$ cat config.mk
export PLATFORM = sky130hd
export DESIGN_NAME = idu_issue_queue
export DESIGN_NICKNAME = d
export VERILOG_FILES = /design/src/rtl/idu_issue_queue.sv
export SDC_FILE = /design/constraint.sdc
export NUM_CORES = 1
export LEC_CHECK = 0
export BUFFER_PORTS_ARGS = -buffer_cell sky130_fd_sc_hd__buf_4
export CORE_AREA = 2 2 180 182
export DETAILED_ROUTE_END_ITERATION = 8
export DIE_AREA = 0 0 182 184
export GPL_TIMING_DRIVEN = 0
export PLACE_DENSITY = 0.76
export SYNTH_ARGS = -nofsm -noshare
export SYNTH_HDL_FRONTEND = slang
export SYNTH_SLANG_ARGS = --single-unit
$ cat constraint.sdc
create_clock -name clock -period 4.2 [get_ports clock]
set_input_delay 0.42 -clock clock [delete_from_list [all_inputs] [get_ports clock]]
set_output_delay 0.42 -clock clock [all_outputs]
set_load 0.03 [all_outputs]
$ cat src/rtl/idu_issue_queue.sv
// Decode issue queue: buffers up to DEPTH fetched instructions between IFU and EXU and
// presents the head with operands resolved through NFWD forwarding channels.
module idu_issue_queue #(
  parameter int XLEN  = 32,
  parameter int DEPTH = 4,
  parameter int NFWD  = 3,
  parameter int CNT_W = 32
) (
  input  logic                     clock,
  input  logic                     reset,
  input  logic                     in_valid,
  output logic                     in_ready,
  input  logic [31:0]              in_inst,
  input  logic [XLEN-1:0]          in_pc,
  input  logic                     flush,
  output logic                     out_valid,
  input  logic                     out_ready,
  output logic [31:0]              out_inst,
  output logic [XLEN-1:0]          out_pc,
  output logic [4:0]               out_rs1,
  output logic [4:0]               out_rs2,
  input  logic [XLEN-1:0]          rf_rs1_data,
  input  logic [XLEN-1:0]          rf_rs2_data,
  input  logic [NFWD-1:0]          fwd_valid,
  input  logic [5*NFWD-1:0]        fwd_rd,
  input  logic [XLEN*NFWD-1:0]     fwd_data,
  input  logic [NFWD-1:0]          fwd_pending,
  output logic [XLEN-1:0]          out_rs1_data,
  output logic [XLEN-1:0]          out_rs2_data,
  output logic [$clog2(DEPTH):0]   occupancy,
  output logic [CNT_W-1:0]         issue_count,
  output logic [CNT_W-1:0]         stall_count,
  output logic [1:0]               dbg_state
);

  localparam int PTR_W = $clog2(DEPTH);
  localparam logic [PTR_W:0]   DEPTH_CNT = (PTR_W+1)'(DEPTH);
  localparam logic [PTR_W:0]   ONE_CNT   = (PTR_W+1)'(1);
  localparam logic [PTR_W-1:0] ONE_PTR   = PTR_W'(1);
  localparam logic [CNT_W-1:0] ONE_PERF  = CNT_W'(1);

  typedef enum logic [1:0] {
    S_EMPTY = 2'd0,
    S_READY = 2'd1,
    S_STALL = 2'd2
  } state_t;

  logic [31:0]      inst_mem_q [DEPTH];
  logic [XLEN-1:0]  pc_mem_q   [DEPTH];
  logic [PTR_W-1:0] head_q, head_d, tail_q, tail_d;
  logic [PTR_W:0]   count_q, count_d;
  logic [CNT_W-1:0] issue_q, issue_d, stall_q, stall_d;
  state_t           state_q, state_d;

  logic       empty, full, push, pop, hazard;
  logic       use_rs1, use_rs2, rs1_pend, rs2_pend;
  logic [6:0] opcode;

  assign empty     = (count_q == '0);
  assign full      = (count_q == DEPTH_CNT);
  assign out_inst  = inst_mem_q[head_q];
  assign out_pc    = pc_mem_q[head_q];
  assign out_rs1   = out_inst[19:15];
  assign out_rs2   = out_inst[24:20];
  assign opcode    = out_inst[6:0];

  assign use_rs1 = !(opcode == 7'b0110111 || opcode == 7'b0010111 || opcode == 7'b1101111);
  assign use_rs2 =  (opcode == 7'b0110011 || opcode == 7'b1100011 || opcode == 7'b0100011);

  // Scan oldest to youngest so the lowest-index (youngest) match is the last one written.
  always_comb begin
    out_rs1_data = rf_rs1_data;
    out_rs2_data = rf_rs2_data;
    rs1_pend     = 1'b0;
    rs2_pend     = 1'b0;
    for (int i = NFWD - 1; i >= 0; i--) begin
      if (fwd_valid[i] && use_rs1 && out_rs1 != 5'd0 && fwd_rd[5*i +: 5] == out_rs1) begin
        out_rs1_data = fwd_data[XLEN*i +: XLEN];
        rs1_pend     = fwd_pending[i];
      end
      if (fwd_valid[i] && use_rs2 && out_rs2 != 5'd0 && fwd_rd[5*i +: 5] == out_rs2) begin
        out_rs2_data = fwd_data[XLEN*i +: XLEN];
        rs2_pend     = fwd_pending[i];
      end
    end
  end

  // Handshakes: a transfer happens on a rising edge where valid && ready are both high.
  // in_ready depends only on registered occupancy; out_valid never looks at out_ready.
  assign hazard    = !empty && (rs1_pend || rs2_pend);
  assign in_ready  = !full;
  assign out_valid = !empty && !hazard && !flush;
  assign push      = in_valid && in_ready && !flush;
  assign pop       = out_valid && out_ready;

  assign occupancy   = count_q;
  assign issue_count = issue_q;
  assign stall_count = stall_q;
  assign dbg_state   = state_q;

  always_comb begin
    head_d  = head_q;
    tail_d  = tail_q;
    count_d = count_q;
    issue_d = issue_q;
    stall_d = stall_q;
    state_d = state_q;
    if (flush) begin
      head_d  = '0;
      tail_d  = '0;
      count_d = '0;
      state_d = S_EMPTY;
    end else begin
      if (push) tail_d = tail_q + ONE_PTR;
      if (pop) begin
        head_d  = head_q + ONE_PTR;
        issue_d = issue_q + ONE_PERF;
      end
      if (push && !pop)      count_d = count_q + ONE_CNT;
      else if (pop && !push) count_d = count_q - ONE_CNT;
      if (hazard) stall_d = stall_q + ONE_PERF;
      case (state_q)
        S_EMPTY: if (push) state_d = S_READY;
        S_READY: begin
          if (count_d == '0) state_d = S_EMPTY;
          else if (hazard)   state_d = S_STALL;
        end
        S_STALL: if (!hazard) state_d = S_READY;
        default: state_d = S_EMPTY;
      endcase
    end
  end

  always_ff @(posedge clock) begin
    if (reset) begin
      head_q  <= '0;
      tail_q  <= '0;
      count_q <= '0;
      issue_q <= '0;
      stall_q <= '0;
      state_q <= S_EMPTY;
    end else begin
      head_q  <= head_d;
      tail_q  <= tail_d;
      count_q <= count_d;
      issue_q <= issue_d;
      stall_q <= stall_d;
      state_q <= state_d;
    end
  end

  // Entry payloads carry no reset; they are only read while occupancy is non-zero.
  always_ff @(posedge clock) begin
    if (push) begin
      inst_mem_q[tail_q] <= in_inst;
      pc_mem_q[tail_q]   <= in_pc;
    end
  end

endmodule

==> results.txt <==
largest net degree at the start of global routing: 38
Reg2Reg Depth: 15
dpl ws: -0.06759 ns
post-synthesis compound-gate area fraction: 5.554%
Hold WC Path Type: in -> reg
adder-cell share of the synthesized area: 0.8696%
Layout area overhead: 34.73%
worst-margin pin slew: 0.8829 ns
Final Max Slew Viols: 0
Final Hold Viols: 0
status: completed
Post-synth ARST share: 0%
worst reg2reg path endpoint: issue_count[30]
crit end category: primary output
post-synthesis sequential area ratio: 60.25%
overall power: 7.027 mW
Gate Count Post-Synth: 1173
final worst slack: 0.1203 ns
Rel. slew slack: 41.14%
Arr. time, crit path: 3.66 ns
Initial DRC Count: 923
CP Max Fanout: 10
ANT nets after route: 0
DRT Pass-1 Iters: 5
most common cell in the synthesized netlist: edfxtp_1
Psw: 1.622 mW
Int Pwr: 5.404 mW
IO Count: 459
Hold Buf Count CTS: 0
TritonCTS Buffers: 30
crit start category: flop
initial antenna violation count: 12
vias: 11840
Post-synth EDFFs: 256
first-pass GRT wire length: 71.08 mm
Max clock buf depth: 3
GRT Util Overall: 27.94%
sequential power share: 51.0%
core area: 31390 sq um
clk_skew: 0.02081 ns
row count: 65
Cells after DPL: 2037
Top FF cell, synth: edfxtp_1
combinational power share: 12.1%
WL/cell: 22.64 microns
minimum clock period: 4.080 ns
synthesized flop and latch total: 331
simple-gate portion of the synthesized area: 11.64%
Synth area leader: edfxtp_1
Yosys Warn Count: 0
synthesized net count: 1432
nets@finish: 1946
Root Buffer: clkbuf_16
most frequent cells after synthesis: edfxtp_1 (256), nand2_1 (139), nor2_1 (105), o21ai_0 (105), dfxtp_1 (75)
post-detail-place hpwl: 35.65 mm
gr ovfl total: 0
period utilization: 97.14%
Initial Util: 48.59%
main area contributors after synthesis: edfxtp_1 (50%), dfxtp_1 (9.8%), mux4_2 (9.5%), mux2i_1 (4.4%), o21ai_0 (3.4%)
mux contribution to synthesized area: 13.85%
largest family of logic cells by synthesized area: multiplexers
max frequency: 245.1 MHz
Synth top area share: 50.40%
synth unique cells: 55
Sinks on Clock Net: 331
Max VDD drop: 0.0004020 V
routed wire length: 47.99 mm
CTS tree: done
fin cells: 2120
Worst R2R Setup Slack: 0.50 ns
final setup fails: 0
number of global-route vias before repair: 11950
Pleak: 7.694 nW
post-synthesis xor/xnor area fraction: 5.168%
DR DRC count: 0
Cell Area, Placed: 19300 sq um
Fillers: 2366
share of layout cells above drive strength 1: 39.38%
PD cells: 342.0 nW/um^2
switch share: 23.09%
vias per cell: 5.585
PortBufs: 458
Max Cap Viol: 0
die area: 33490 sq um
clk_lat worst skew: 0.56 ns
Clk pwr share: 36.9%
RePlAce Congestion: 1.010
Reg clk slew, reported paths: 0.07 ns
Syn Std Cell Area: 15250 sq um
CP endpoint: out_rs2_data[6]
critical path class: reg -> out
Die Ht: 184 microns
CP required: 3.78 ns
Die Wd: 182 microns
H-tree Lvls: 1
Syn Area/Cell: 13.00 sq um
fin area: 20550 sq um
==> registers in the layout (all words and copies together) (netlist names), named ones only <==
register	count
dbg_state	2
head_q	2
inst_mem_q	128
issue_count	32
occupancy	3
pc_mem_q	128
stall_count	32
tail_q	2
==> routing by layer <==
layer,routed length [microns],track usage (%)
met3,3753,6.953
met2,24480,48.99
met1,17060,31.69
met4,2657,14.61
met5,40,0
==> power by group through the flow <==
| stage | sequential, mW | combinational, mW | clock [mW] |
|---|---|---|---|
| after global routing | 3.59 | 0.895 | 2.77 |
| after CTS | 3.59 | 0.842 | 2.63 |
| after floorplan | 3.66 | 0.383 | 0 |
| after global placement | 3.66 | 0.812 | 0 |
| final | 3.59 | 0.847 | 2.59 |
| after detailed placement | 3.66 | 0.827 | 0 |
==> what timing repair did <==
action	CTS	global route
endpoints found under the setup margin	64	65
buffers inserted	13	8
resized for setup	55	31
pin swaps	4	1
==> critical path, stage by stage (launching register included) <==
cell      delay, ns
dfxtp_2        0.34
buf_12         0.14
mux4_2         0.59
or4_1          0.56
nor2_2         0.15
nor2_2         0.08
buf_4          0.14
nand2_2        0.20
clkbuf_2       0.29
o21ai_0        0.09
o21ai_0        0.29
buf_4          0.23
==> layout make-up <==
class,count,area [sq um],share of cell area [%]
flip-flops and latches,331,9190,44.72
clock buffers,35,790.8,3.848
inverters,12,45.04,0.2192
clock inverters,19,142.6,0.6941
well taps,402,503.0,2.448
repair buffers,483,3695,17.98
plain buffers,71,464.2,2.259
multi-input cells,758,5695,27.72
diodes,9,22.52,0.1096
==> cell families after synthesis <==
logic type,after synthesis
simple gates,366
flops,331
compound gates,160
mux,131
xor+xnor,90
buf+inv,84
fa+ha+maj,11
==> cell usage in the layout (no fill, tap or decap), drive strengths merged, types with 11 or more instances in the layout <==
master and n:
nand2 140, and3 17, inv 12, edfxtp 256, nand3 29, o21ai 108, nor3 11, mux4 64
dfxtp 75, nand4 12, clkbuf 69, nor2 106, a21oi 43, xnor2 47, clkinv 12, xor2 43
mux2i 67, buf 520
==> per-stage QoR <==
stage | hold slack [ns] | setup TNS, ns | util [%]
2_1_floorplan | 0.4847 | 0 | -
3_3_place_gp | 0.4827 | -145.77 | 61.14
3_5_place_dp | 0.5006 | -0.1003 | 61.47
4_1_cts | 0.05058 | 0 | 65.05
5_1_grt | 0.04883 | -0.008620 | 65.46
6_report | 0.05949 | 0 | 65.46
==> worst min path at each step <==
stage                    startpoint  depth (start not counted)               to  slack [ns]
finish                     in_pc[0]                          1   pc_mem_q[2][0]        0.06
global placement    stall_count[15]                          2  stall_count[15]        0.48
floorplan                 head_q[1]                          2             flop        0.48
detailed placement  stall_count[17]                          2  stall_count[17]        0.50
CTS                        in_pc[0]                          1   pc_mem_q[2][0]        0.05
global route               in_pc[8]                          1   pc_mem_q[1][8]        0.05
No activity file was read; power rests on OpenSTA's default activity.
